==> src/rtl/sale_terminal_pkg.sv <==
// Shared types and defaults for the sale terminal basket logic.
package sale_terminal_pkg;

  localparam int unsigned CATALOGUE_SIZE = 12;

  localparam int unsigned DEF_MAX_ITEMS = 8;
  localparam int unsigned DEF_MAX_QTY   = 9;
  localparam int unsigned DEF_PRICE_W   = 8;
  localparam int unsigned DEF_TOTAL_W   = 12;

  typedef enum logic [2:0] {
    S_BROWSE   = 3'd0,
    S_SEARCH   = 3'd1,
    S_ADDPRICE = 3'd2,
    S_SUBPRICE = 3'd3,
    S_SHIFT    = 3'd4,
    S_CHECKOUT = 3'd5,
    S_CLEAR    = 3'd6
  } state_t;

  typedef struct packed {
    logic [3:0] id;
    logic [3:0] qty;
  } entry_t;

endpackage

==> src/rtl/basket_controller_if.sv <==
// Button, navigation, price ROM and status signals of the basket controller.
interface basket_controller_if #(
  parameter int unsigned PRICE_W = sale_terminal_pkg::DEF_PRICE_W,
  parameter int unsigned TOTAL_W = sale_terminal_pkg::DEF_TOTAL_W
);
  logic               CleanSW2;
  logic [3:0]         ProductID;
  logic               Btn_select;
  logic               Btn_remove;
  logic               Btn_checkout;
  logic               Btn_cancel;
  logic               Pay_ok;
  logic [PRICE_W-1:0] Price_in;
  logic [3:0]         Price_addr;
  logic               Nav_enable;
  logic [3:0]         BasketProductNum;
  logic [3:0]         Disp_id;
  logic [3:0]         Disp_qty;
  logic [TOTAL_W-1:0] Total;
  logic               Busy;
  logic               Err;
  logic               CheckoutDone;

  // Terminal side: buttons, cursor and price ROM data.
  modport master (
    output CleanSW2, ProductID, Btn_select, Btn_remove, Btn_checkout,
           Btn_cancel, Pay_ok, Price_in,
    input  Price_addr, Nav_enable, BasketProductNum, Disp_id, Disp_qty,
           Total, Busy, Err, CheckoutDone
  );

  // Controller side.
  modport slave (
    input  CleanSW2, ProductID, Btn_select, Btn_remove, Btn_checkout,
           Btn_cancel, Pay_ok, Price_in,
    output Price_addr, Nav_enable, BasketProductNum, Disp_id, Disp_qty,
           Total, Busy, Err, CheckoutDone
  );
endinterface

==> src/rtl/basket_store.sv <==
// Basket entry register file: indexed write, single-step shift-down,
// bulk clear and two combinational read ports.
module basket_store
  import sale_terminal_pkg::*;
#(
  parameter int unsigned MAX_ITEMS = DEF_MAX_ITEMS
) (
  input  logic       clk,
  input  logic       rst,
  input  logic       wr_en,
  input  logic [3:0] wr_idx,
  input  entry_t     wr_data,
  input  logic       shift_en,
  input  logic [3:0] shift_idx,
  input  logic       clear,
  input  logic [3:0] rd_a_idx,
  output entry_t     rd_a_data,
  input  logic [3:0] rd_b_idx,
  output entry_t     rd_b_data
);

  entry_t entries [MAX_ITEMS];
  entry_t shift_src;

  // Read ports; indexes beyond capacity read as an empty entry.
  always_comb begin
    rd_a_data = '0;
    rd_b_data = '0;
    shift_src = '0;
    for (int unsigned j = 0; j < MAX_ITEMS; j++) begin
      if (4'(j) == rd_a_idx) rd_a_data = entries[j];
      if (4'(j) == rd_b_idx) rd_b_data = entries[j];
      if (4'(j) == shift_idx + 4'd1) shift_src = entries[j];
    end
  end

  // Entry storage update: clear wins, then shift, then write.
  always_ff @(posedge clk or posedge rst) begin
    if (rst) begin
      for (int unsigned i = 0; i < MAX_ITEMS; i++) entries[i] <= '0;
    end else if (clear) begin
      for (int unsigned i = 0; i < MAX_ITEMS; i++) entries[i] <= '0;
    end else begin
      for (int unsigned i = 0; i < MAX_ITEMS; i++) begin
        if (shift_en && 4'(i) == shift_idx) entries[i] <= shift_src;
        else if (wr_en && 4'(i) == wr_idx) entries[i] <= wr_data;
      end
    end
  end

endmodule

==> src/rtl/basket_controller.sv <==
// Basket sequencer: add/remove entries, running total and checkout handshake.
module basket_controller
  import sale_terminal_pkg::*;
#(
  parameter int unsigned MAX_ITEMS = DEF_MAX_ITEMS,
  parameter int unsigned MAX_QTY   = DEF_MAX_QTY,
  parameter int unsigned PRICE_W   = DEF_PRICE_W,
  parameter int unsigned TOTAL_W   = DEF_TOTAL_W
) (
  input logic CLOCK,
  input logic RESET,
  basket_controller_if.slave bus
);

  state_t             state;
  logic [3:0]         count;
  logic [3:0]         idx;
  logic [3:0]         key;
  logic [TOTAL_W-1:0] total;
  logic               err;
  logic               done;

  logic               wr_en;
  logic [3:0]         wr_idx;
  entry_t             wr_data;
  logic               shift_en;
  logic               clear;
  entry_t             cur;
  entry_t             view;

  logic [PRICE_W-1:0] price;
  logic [TOTAL_W-1:0] price_ext;
  logic [TOTAL_W:0]   sum_ext;
  logic               show;

  basket_store #(.MAX_ITEMS(MAX_ITEMS)) u_store (
    .clk       (CLOCK),
    .rst       (RESET),
    .wr_en     (wr_en),
    .wr_idx    (wr_idx),
    .wr_data   (wr_data),
    .shift_en  (shift_en),
    .shift_idx (idx),
    .clear     (clear),
    .rd_a_idx  (idx),
    .rd_a_data (cur),
    .rd_b_idx  (bus.ProductID),
    .rd_b_data (view)
  );

  // Price arithmetic on the zero-extended ROM value.
  always_comb begin
    price     = bus.Price_in;
    price_ext = TOTAL_W'(price);
    sum_ext   = {1'b0, total} + {1'b0, price_ext};
  end

  // Entry store commands, derived from the same conditions the FSM uses.
  always_comb begin
    wr_en    = 1'b0;
    wr_idx   = idx;
    wr_data  = '0;
    shift_en = 1'b0;
    clear    = 1'b0;
    case (state)
      S_SEARCH: begin
        if (idx == count) begin
          if (count != 4'(MAX_ITEMS)) begin
            wr_en       = 1'b1;
            wr_idx      = count;
            wr_data.id  = key;
            wr_data.qty = 4'd1;
          end
        end else if (cur.id == key && cur.qty != 4'(MAX_QTY)) begin
          wr_en       = 1'b1;
          wr_data.id  = key;
          wr_data.qty = cur.qty + 4'd1;
        end
      end
      S_SUBPRICE: begin
        if (cur.qty > 4'd1) begin
          wr_en       = 1'b1;
          wr_data.id  = cur.id;
          wr_data.qty = cur.qty - 4'd1;
        end
      end
      S_SHIFT: begin
        if (idx + 4'd1 < count) begin
          shift_en = 1'b1;
        end else begin
          wr_en  = 1'b1;
          wr_idx = count - 4'd1;
        end
      end
      S_CLEAR: clear = 1'b1;
      default: ;
    endcase
  end

  // Main sequencer with registered Err/CheckoutDone pulses.
  always_ff @(posedge CLOCK or posedge RESET) begin
    if (RESET) begin
      state <= S_BROWSE;
      count <= '0;
      idx   <= '0;
      key   <= '0;
      total <= '0;
      err   <= 1'b0;
      done  <= 1'b0;
    end else begin
      err  <= 1'b0;
      done <= 1'b0;
      case (state)
        S_BROWSE: begin
          if (bus.Btn_cancel) begin
            state <= S_CLEAR;
          end else if (bus.Btn_checkout) begin
            if (count == 4'd0) err <= 1'b1;
            else state <= S_CHECKOUT;
          end else if (bus.Btn_remove) begin
            if (bus.CleanSW2) begin
              if (bus.ProductID >= count) begin
                err <= 1'b1;
              end else begin
                idx   <= bus.ProductID;
                key   <= view.id;
                state <= S_SUBPRICE;
              end
            end
          end else if (bus.Btn_select && !bus.CleanSW2) begin
            key   <= bus.ProductID;
            idx   <= '0;
            state <= S_SEARCH;
          end
        end
        S_SEARCH: begin
          if (idx == count) begin
            if (count == 4'(MAX_ITEMS)) begin
              err   <= 1'b1;
              state <= S_BROWSE;
            end else begin
              count <= count + 4'd1;
              state <= S_ADDPRICE;
            end
          end else if (cur.id == key) begin
            if (cur.qty == 4'(MAX_QTY)) begin
              err   <= 1'b1;
              state <= S_BROWSE;
            end else begin
              state <= S_ADDPRICE;
            end
          end else begin
            idx <= idx + 4'd1;
          end
        end
        S_ADDPRICE: begin
          if (sum_ext[TOTAL_W]) begin
            total <= '1;
            err   <= 1'b1;
          end else begin
            total <= sum_ext[TOTAL_W-1:0];
          end
          state <= S_BROWSE;
        end
        S_SUBPRICE: begin
          total <= (total < price_ext) ? '0 : total - price_ext;
          state <= (cur.qty > 4'd1) ? S_BROWSE : S_SHIFT;
        end
        S_SHIFT: begin
          if (idx + 4'd1 < count) begin
            idx <= idx + 4'd1;
          end else begin
            count <= count - 4'd1;
            state <= S_BROWSE;
          end
        end
        S_CHECKOUT: begin
          if (bus.Pay_ok) begin
            done  <= 1'b1;
            state <= S_CLEAR;
          end else if (bus.Btn_cancel) begin
            state <= S_BROWSE;
          end
        end
        S_CLEAR: begin
          count <= '0;
          idx   <= '0;
          total <= '0;
          state <= S_BROWSE;
        end
        default: state <= S_BROWSE;
      endcase
    end
  end

  assign show                 = bus.CleanSW2 && (bus.ProductID < count);
  assign bus.Disp_id          = show ? view.id  : '0;
  assign bus.Disp_qty         = show ? view.qty : '0;
  assign bus.Price_addr       = key;
  assign bus.Nav_enable       = (state == S_BROWSE);
  assign bus.Busy             = (state != S_BROWSE);
  assign bus.BasketProductNum = count;
  assign bus.Total            = total;
  assign bus.Err              = err;
  assign bus.CheckoutDone     = done;

endmodule

==> src/flat_wrapper.sv <==
// flat-port wrapper written by rule: the top's interface ports become plain ports
module basket_controller_flat import sale_terminal_pkg::*;
#(
  parameter int unsigned MAX_ITEMS = DEF_MAX_ITEMS,
  parameter int unsigned MAX_QTY   = DEF_MAX_QTY,
  parameter int unsigned PRICE_W   = DEF_PRICE_W,
  parameter int unsigned TOTAL_W   = DEF_TOTAL_W
)
  (CLOCK, RESET, bus_CleanSW2, bus_ProductID, bus_Btn_select, bus_Btn_remove, bus_Btn_checkout, bus_Btn_cancel, bus_Pay_ok, bus_Price_in, bus_Price_addr, bus_Nav_enable, bus_BasketProductNum, bus_Disp_id, bus_Disp_qty, bus_Total, bus_Busy, bus_Err, bus_CheckoutDone);
  basket_controller_if #(.PRICE_W(PRICE_W), .TOTAL_W(TOTAL_W)) bus_i ();
  input logic CLOCK;
  input logic RESET;
  input wire logic [$bits(bus_i.CleanSW2)-1:0] bus_CleanSW2;
  input wire logic [$bits(bus_i.ProductID)-1:0] bus_ProductID;
  input wire logic [$bits(bus_i.Btn_select)-1:0] bus_Btn_select;
  input wire logic [$bits(bus_i.Btn_remove)-1:0] bus_Btn_remove;
  input wire logic [$bits(bus_i.Btn_checkout)-1:0] bus_Btn_checkout;
  input wire logic [$bits(bus_i.Btn_cancel)-1:0] bus_Btn_cancel;
  input wire logic [$bits(bus_i.Pay_ok)-1:0] bus_Pay_ok;
  input wire logic [$bits(bus_i.Price_in)-1:0] bus_Price_in;
  output wire logic [$bits(bus_i.Price_addr)-1:0] bus_Price_addr;
  output wire logic [$bits(bus_i.Nav_enable)-1:0] bus_Nav_enable;
  output wire logic [$bits(bus_i.BasketProductNum)-1:0] bus_BasketProductNum;
  output wire logic [$bits(bus_i.Disp_id)-1:0] bus_Disp_id;
  output wire logic [$bits(bus_i.Disp_qty)-1:0] bus_Disp_qty;
  output wire logic [$bits(bus_i.Total)-1:0] bus_Total;
  output wire logic [$bits(bus_i.Busy)-1:0] bus_Busy;
  output wire logic [$bits(bus_i.Err)-1:0] bus_Err;
  output wire logic [$bits(bus_i.CheckoutDone)-1:0] bus_CheckoutDone;
  assign bus_i.CleanSW2 = bus_CleanSW2;
  assign bus_i.ProductID = bus_ProductID;
  assign bus_i.Btn_select = bus_Btn_select;
  assign bus_i.Btn_remove = bus_Btn_remove;
  assign bus_i.Btn_checkout = bus_Btn_checkout;
  assign bus_i.Btn_cancel = bus_Btn_cancel;
  assign bus_i.Pay_ok = bus_Pay_ok;
  assign bus_i.Price_in = bus_Price_in;
  assign bus_Price_addr = bus_i.Price_addr;
  assign bus_Nav_enable = bus_i.Nav_enable;
  assign bus_BasketProductNum = bus_i.BasketProductNum;
  assign bus_Disp_id = bus_i.Disp_id;
  assign bus_Disp_qty = bus_i.Disp_qty;
  assign bus_Total = bus_i.Total;
  assign bus_Busy = bus_i.Busy;
  assign bus_Err = bus_i.Err;
  assign bus_CheckoutDone = bus_i.CheckoutDone;
  basket_controller #(.MAX_ITEMS(MAX_ITEMS), .MAX_QTY(MAX_QTY), .PRICE_W(PRICE_W), .TOTAL_W(TOTAL_W)) u_core (.CLOCK(CLOCK), .RESET(RESET), .bus(bus_i));
endmodule
==> config.mk <==
export PLATFORM = sky130hd
export DESIGN_NAME = basket_controller_flat
export DESIGN_NICKNAME = d
export VERILOG_FILES = /design/src/rtl/sale_terminal_pkg.sv /design/src/rtl/basket_controller_if.sv /design/src/rtl/basket_store.sv /design/src/rtl/basket_controller.sv /design/src/flat_wrapper.sv
export SDC_FILE = /design/constraint.sdc
export NUM_CORES = 1
export LEC_CHECK = 0
export ABC_AREA = 1
export BUFFER_PORTS_ARGS = -buffer_cell sky130_fd_sc_hd__buf_2
export CORE_MARGIN = 3
export CORE_UTILIZATION = 31
export CTS_BUF_LIST = sky130_fd_sc_hd__clkbuf_2 sky130_fd_sc_hd__clkbuf_4 sky130_fd_sc_hd__clkbuf_8
export DETAILED_ROUTE_END_ITERATION = 6
export SLEW_MARGIN = 20
export SYNTH_ARGS = -nofsm -noshare
export SYNTH_HDL_FRONTEND = slang
export SYNTH_SLANG_ARGS = --single-unit
==> constraint.sdc <==
create_clock -name CLOCK -period 4.66 [get_ports CLOCK]
set_input_delay 0.466 -clock CLOCK [delete_from_list [all_inputs] [get_ports CLOCK]]
set_output_delay 0.466 -clock CLOCK [all_outputs]
set_load 0.1 [all_outputs]
* Word level (Yosys, flattened, before mapping)
Cells that the tools add are included.
** Storage, ports and cells
- Register bits after elaboration :: 93
- Latch bits :: 0
- RAM bits :: 0
- Bits in read-only memories :: 0
- Output and inout port bits :: 32
- Memories :: 0
** Operators by class
- Add/subtract/negate cells :: 7
- Multipliers :: 0
- Divide/modulo/power cells :: 0
- $lt $le $gt $ge :: 5
- Equal/unequal tests :: 59
- Shift operators :: 0
- Mux-type cells :: 112
- Bitwise gates (word level) :: 2
- Reductions and logical operators :: 43
** Operators with widths (number)
- 8-bit two-way mux :: 44
- 4-bit two-way mux :: 21
- 3-bit by 4-bit == test with 1-bit output, first input constant :: 16
- 64-bit two-way mux :: 1
- 3-bit two-way mux :: 13
- 12-bit case mux with 3 select lines :: 1
- 3-bit nonzero test :: 11
- 2-bit by 4-bit == test with 1-bit output, first input constant :: 8
- 12-bit two-way mux :: 2
- 1-bit two-way mux :: 21
- 4-bit logical NOT :: 5
- 1-bit logical AND :: 19
- 1-bit by 4-bit == test with 1-bit output, first input constant :: 4
- 2-bit != test, second input constant :: 8
- 4-bit case mux with 4 select lines :: 1
- 8-bit case mux with 2 select lines :: 1
- 3-bit case mux with 5 select lines :: 1
- 12-bit by 8-bit adder with 13-bit output :: 1
- 4-bit by 1-bit adder with 4-bit output, second input constant :: 3
- 12-bit by 8-bit < comparator with 1-bit output :: 1
- 4-bit != test, second input constant :: 3
- 4-bit case mux with 3 select lines :: 1
- 12-bit by 8-bit subtractor with 12-bit output :: 1
- 5-bit != test, second input constant :: 2
- 26 further kinds :: 39

* Depth between registers and ports, before layout
- Depth in word-level cells :: 18
- Mapped depth :: 25
- Gate-level depth less buffers :: 23

* Hierarchy
From an unflattened synthesis, not the netlist that was laid out.
** Unflattened totals
- Cells, all modules :: 1414
- Area total of the unflattened synthesis :: 8707.1 um^2
** By module, submodules not included
- basket_store :: times used 1, cells each 789, area an instance 4952.2 um^2, seq. area each 1601.5 um^2
- basket_controller :: times used 1, cells each 625, area an instance 3754.9 um^2, seq. area each 725.7 um^2

* Worst setup path after synthesis
No wires, ideal clock.
- Path kind :: reg2reg
- Start point :: reg u_core.state[1]
- End point :: reg u_core.state[2]
- Arrival :: 3804 ps
- Required time :: 4527 ps
- Slack :: 723 ps
- Cell stages (with the launch flop) :: 11
- Clock period less this slack :: 3937 ps
- Path through :: dfrtp_1 > nor2_1 > inv_1 > nor2_1 > inv_1 > nor2_1 > nand2_1 > o2111ai_1 > a21oi_1 > o31ai_1 > o21ai_0
** Between the ends
- Word-level cells in the longest chain between the ends :: 3
** RTL lines
- start: declaration :: line basket_controller.sv:15 : state_t state;
- start signal: assignment :: line basket_controller.sv:167 : state <= (cur.qty > 4'd1) ? S_BROWSE : S_SHIFT;
- 3-bit logical NOT (*)
- via bus_Nav_enable :: line flat_wrapper.sv:22 : output wire logic [$bits(bus_i.Nav_enable)-1:0] bus_Nav_enable;
- 5-bit != test (no line) (tied with other cells)
- 7-bit AND reduction (no line)
The timed path passes the listed nets; every way through them passes the cells marked *.
A chain may end at the register's enable or synchronous reset.

* Final worst setup path
- Start point :: reg u_core.idx[0]
- End point :: reg u_core.u_store.entries[11] in the netlist's numbering
** Between the ends
- Word-level cells in the longest chain between the ends :: 17
** RTL lines
- start: declaration :: line basket_controller.sv:17 : logic [3:0] idx;
- start signal: assignment :: line basket_controller.sv:125 : idx <= bus.ProductID;
- start signal: assignment :: line basket_controller.sv:153 : idx <= idx + 4'd1;
- start signal: assignment :: line basket_controller.sv:171 : idx <= idx + 4'd1;
- branches (longest 17 deep; another with 4-bit by 1-bit adder with 4-bit output)
- end signal: indexed assignment :: line basket_store.sv:45 : if (shift_en && 4'(i) == shift_idx) entries[i] <= shift_src;
- end signal: indexed assignment :: line basket_store.sv:46 : else if (wr_en && 4'(i) == wr_idx) entries[i] <= wr_data;
- end: declaration :: line basket_store.sv:22 : entry_t entries [MAX_ITEMS];
Several ways; the timed one is not identified. The select of a mux whose other input is x is not followed.

==> results.yml <==
drt:
  first_pass_iters: 6
  drtIter0Drc: 1312
  drc: 0
  wl_um: 33900
  vias: 9592
  drtAntennaViolNets: 0
  wl_per_cell_um: 19.5
  viasPerCell: 5.52
synth:
  yosysTopAreaCell: "dfrtp_1"
  synth_cell_types: 51
  synth-seq-area-share_pct: 27.2
  ys_ff_latch: 93
  syn-num-nets: 1401
  ys.warnings.count: 0
  ys_top_cells_by_area: "dfrtp_1 27%, nand2_1 16%, nand3_1 13%"
  synth_area_um2: 8560
  avgSynthCellArea_um2: 6.38
  async_flop_share_pct: 100
  postSynthCellCount: 1341
  synthDominantCellAreaShare_pct: 27.2
  ys_top_cells_by_count: "365 x nand2_1, 223 x nand3_1, 187 x inv_1"
  yosys_most_used_dff: "dfrtp_1"
  synth_enable_flop_cells: 0
  post-synth-top-count-cell: "nand2_1"
finish:
  area_delta_synth_final_pct: 9.57
  antennaDiodeCount: 0
  final_nets: 1452
  drive_above_1_share_pct: 8.88
  fillCellCount: 3023
  postLayoutCoreUtil_pct: 34.7
floorplanning:
  ios: 52
  die_y_um: 172
  die_area_um2: 29600
  core-area_um2: 27000
  placementRows: 60
  start_util_pct: 31.7
  die_w_um: 172
setup_path:
  slowest_stage: "dfrtp_1"
  ff2ff_setup_slack_ns: 0.46
  crit_top_cell: "nand2_1"
  reg2reg_from: "u_core.idx[0]$_DFFE_PP0P_"
  critPathMaxFanout: 12
  cp.required_ns: 4.99
  reg2reg_to: "u_core.u_store.entries[11]$_DFFE_PP0P_"
  slowest_delay_ns: 0.52
  worstPathArrival_ns: 4.53
  r2r_cells: 20
  critPathLaunchType: "flop"
  cp_cell_sequence: "ha_1 > or2_2 > nand2_1 > inv_1 > ha_1 > o21ai_0 > nand2_1 > a21oi_1 > nand2_1 > inv_1 > nand2_1 > o2111ai_1 > o21ai_0 > inv_1 > nand2_1 > nor2_1 > nand2_4 > nand2_1 > o21ai_0 > nand2_1"
  criticalPathCategory: "flop to flop"
  startpoint: "u_core.idx[0]$_DFFE_PP0P_"
  crit_path_end_kind: "flop"
timing:
  fin_skew_ns: 0.0219
  holdWs_ns: 0.235
  min_period_ns: 4.20
  finalMaxSlewViolations: 0
  tightest_slew_ns: 0.984
  setup_viol: 0
  layout_worst_path_cycle_share_pct: 90.1
  tns_ns: 0
  hold_viol: 0
  rsz0062_at_grt: "no"
  fmax_mhz: 238
  relSlewSlack_pct: 33.9
cts:
  cts_buffers: 9
  cts_buffer_depth: 2
  insertion_delay_ns: 0.40
  tritoncts: "yes"
  postCtsHoldBufs: 0
  clkTransAtPathRegs_ns: 0.10
  cts_root_buf: "clkbuf_8"
  cts_setup_buffers: 0
  cts_sinks: 93
  cts_resized: 0
  cts-htree-levels: 3
placed_design:
  gp_congestion: 1.08
  port_buffers: 51
  hpwlAfterDp_um: 26100
global_routing:
  antenna_found_initial: 0
  grt_pass1_vias: 8860
  grt_util_all_layers_pct: 22.9
  grt-ovfl-total: 0
  grt_pass1_wl_um: 51900
  grt_max_degree: 62
power_and_ir_drop:
  power_switching_mw: 3.54
  power.density_nw_per_um2: 612
  seq_power_share_pct: 22.2
  irDropWorstVdd_mv: 0.279
  p_total_mw: 5.74
  p_comb_share_pct: 67.1
  p_leak_nw: 4.87
  power.internal_mw: 2.20
  swShare_pct: 61.7
  pwr-share-clk_pct: 10.7
worst_hold_path:
  hp-class: "input port to asynchronous set/reset pin"
run:
  cap_violations: 0
outcome:
  status: "finished clean"
==> worst max path at each step <==
stage	slack (ns)	to	depth (start not counted)
after global routing	0.08	u_core.u_store.entries[11]$_DFFE_PP0P_	20
after global placement	0.69	u_core.u_store.entries[11]$_DFFE_PP0P_	20
final	0.46	u_core.u_store.entries[11]$_DFFE_PP0P_	20
after floorplan	0.72	u_core.state[2]$_DFFE_PP0P_	10
after CTS	0.55	u_core.u_store.entries[11]$_DFFE_PP0P_	20
after detailed placement	0.59	u_core.u_store.entries[11]$_DFFE_PP0P_	20
==> routing by layer <==
| layer | wire (um) | GRT usage, % |
|---|---|---|
| met5 | 0 | 0 |
| met4 | 1610 | 10.0 |
| met3 | 3540 | 5.08 |
| met2 | 13800 | 33.1 |
| met1 | 14900 | 32.6 |
==> cells in the final DEF (no fill, tap or decap), types with 13 or more instances in the layout <==
cell type,instances
o21ai_0,100
a21oi_1,43
ha_1,38
nand3_1,223
o211ai_1,20
nand2_1,365
nor2_1,102
nand2_4,18
inv_1,186
nand4_1,13
dfrtp_1,93
buf_2,51
==> per-stage QoR <==
stage	instance area, um^2	setup slack (ns)	cells
after floorplan	8560	0.723	1341
final	9380	0.460	1738
after detailed placement	9170	0.588	1722
after global routing	9380	0.0769	1738
after global placement	9170	0.691	1722
after CTS	9380	0.553	1738
==> flip-flops by register name, summed over array words and instances, names as in the netlist <==
| name | flops |
|---|---|
| u_core.u_store.entries | 64 |
| u_core.state | 3 |
| u_core.bus.BasketProductNum | 4 |
| u_core.bus.Price_addr | 4 |
| u_core.bus.CheckoutDone | 1 |
| u_core.bus.Total | 12 |
| u_core.idx | 4 |
| u_core.bus.Err | 1 |
==> final cells by class <==
type                    instances  area (um^2)  area share, %
clock inverters                 5         57.6          0.613
multi-input cells            1030         5360           57.1
flip-flops and latches         93         2330           24.8
clock buffers                  11          151           1.61
repair buffers                 57          300           3.20
inverters                     201          757           8.07
well taps                     341          427           4.55
==> power by group through the flow <==
stage | clock (mW) | combinational [mW] | sequential (mW)
after floorplan | 0 | 2.35 | 1.76
after global placement | 0 | 3.76 | 1.28
after detailed placement | 0 | 3.77 | 1.29
after CTS | 0.629 | 3.79 | 1.27
after global routing | 0.660 | 4.24 | 1.30
final | 0.615 | 3.85 | 1.27
==> logic make-up (layout without fill, tap and decap cells) <==
| group | Yosys count | after routing | synth area share (%) |
|---|---|---|---|
| buf+inv | 218 | 274 | 10.2 |
| flops | 93 | 93 | 27.2 |
| fa+ha+maj | 40 | 40 | 6.02 |
| xor+xnor | 10 | 10 | 1.11 |
| compound gates | 224 | 224 | 15.6 |
| simple gates | 756 | 756 | 39.9 |
==> worst max-delay path, delay by kind of cell (launching register included) <==
family | cells | cell delay (ns)
AND/OR/NAND/NOR | 10 | 1.59
buffers and inverters | 3 | 0.59
AO/OA/AOI/OAI | 5 | 0.85
adder cells (fa/ha/maj) | 2 | 0.60
flip-flops | 1 | 0.52
(Power assumes the default switching activity.)
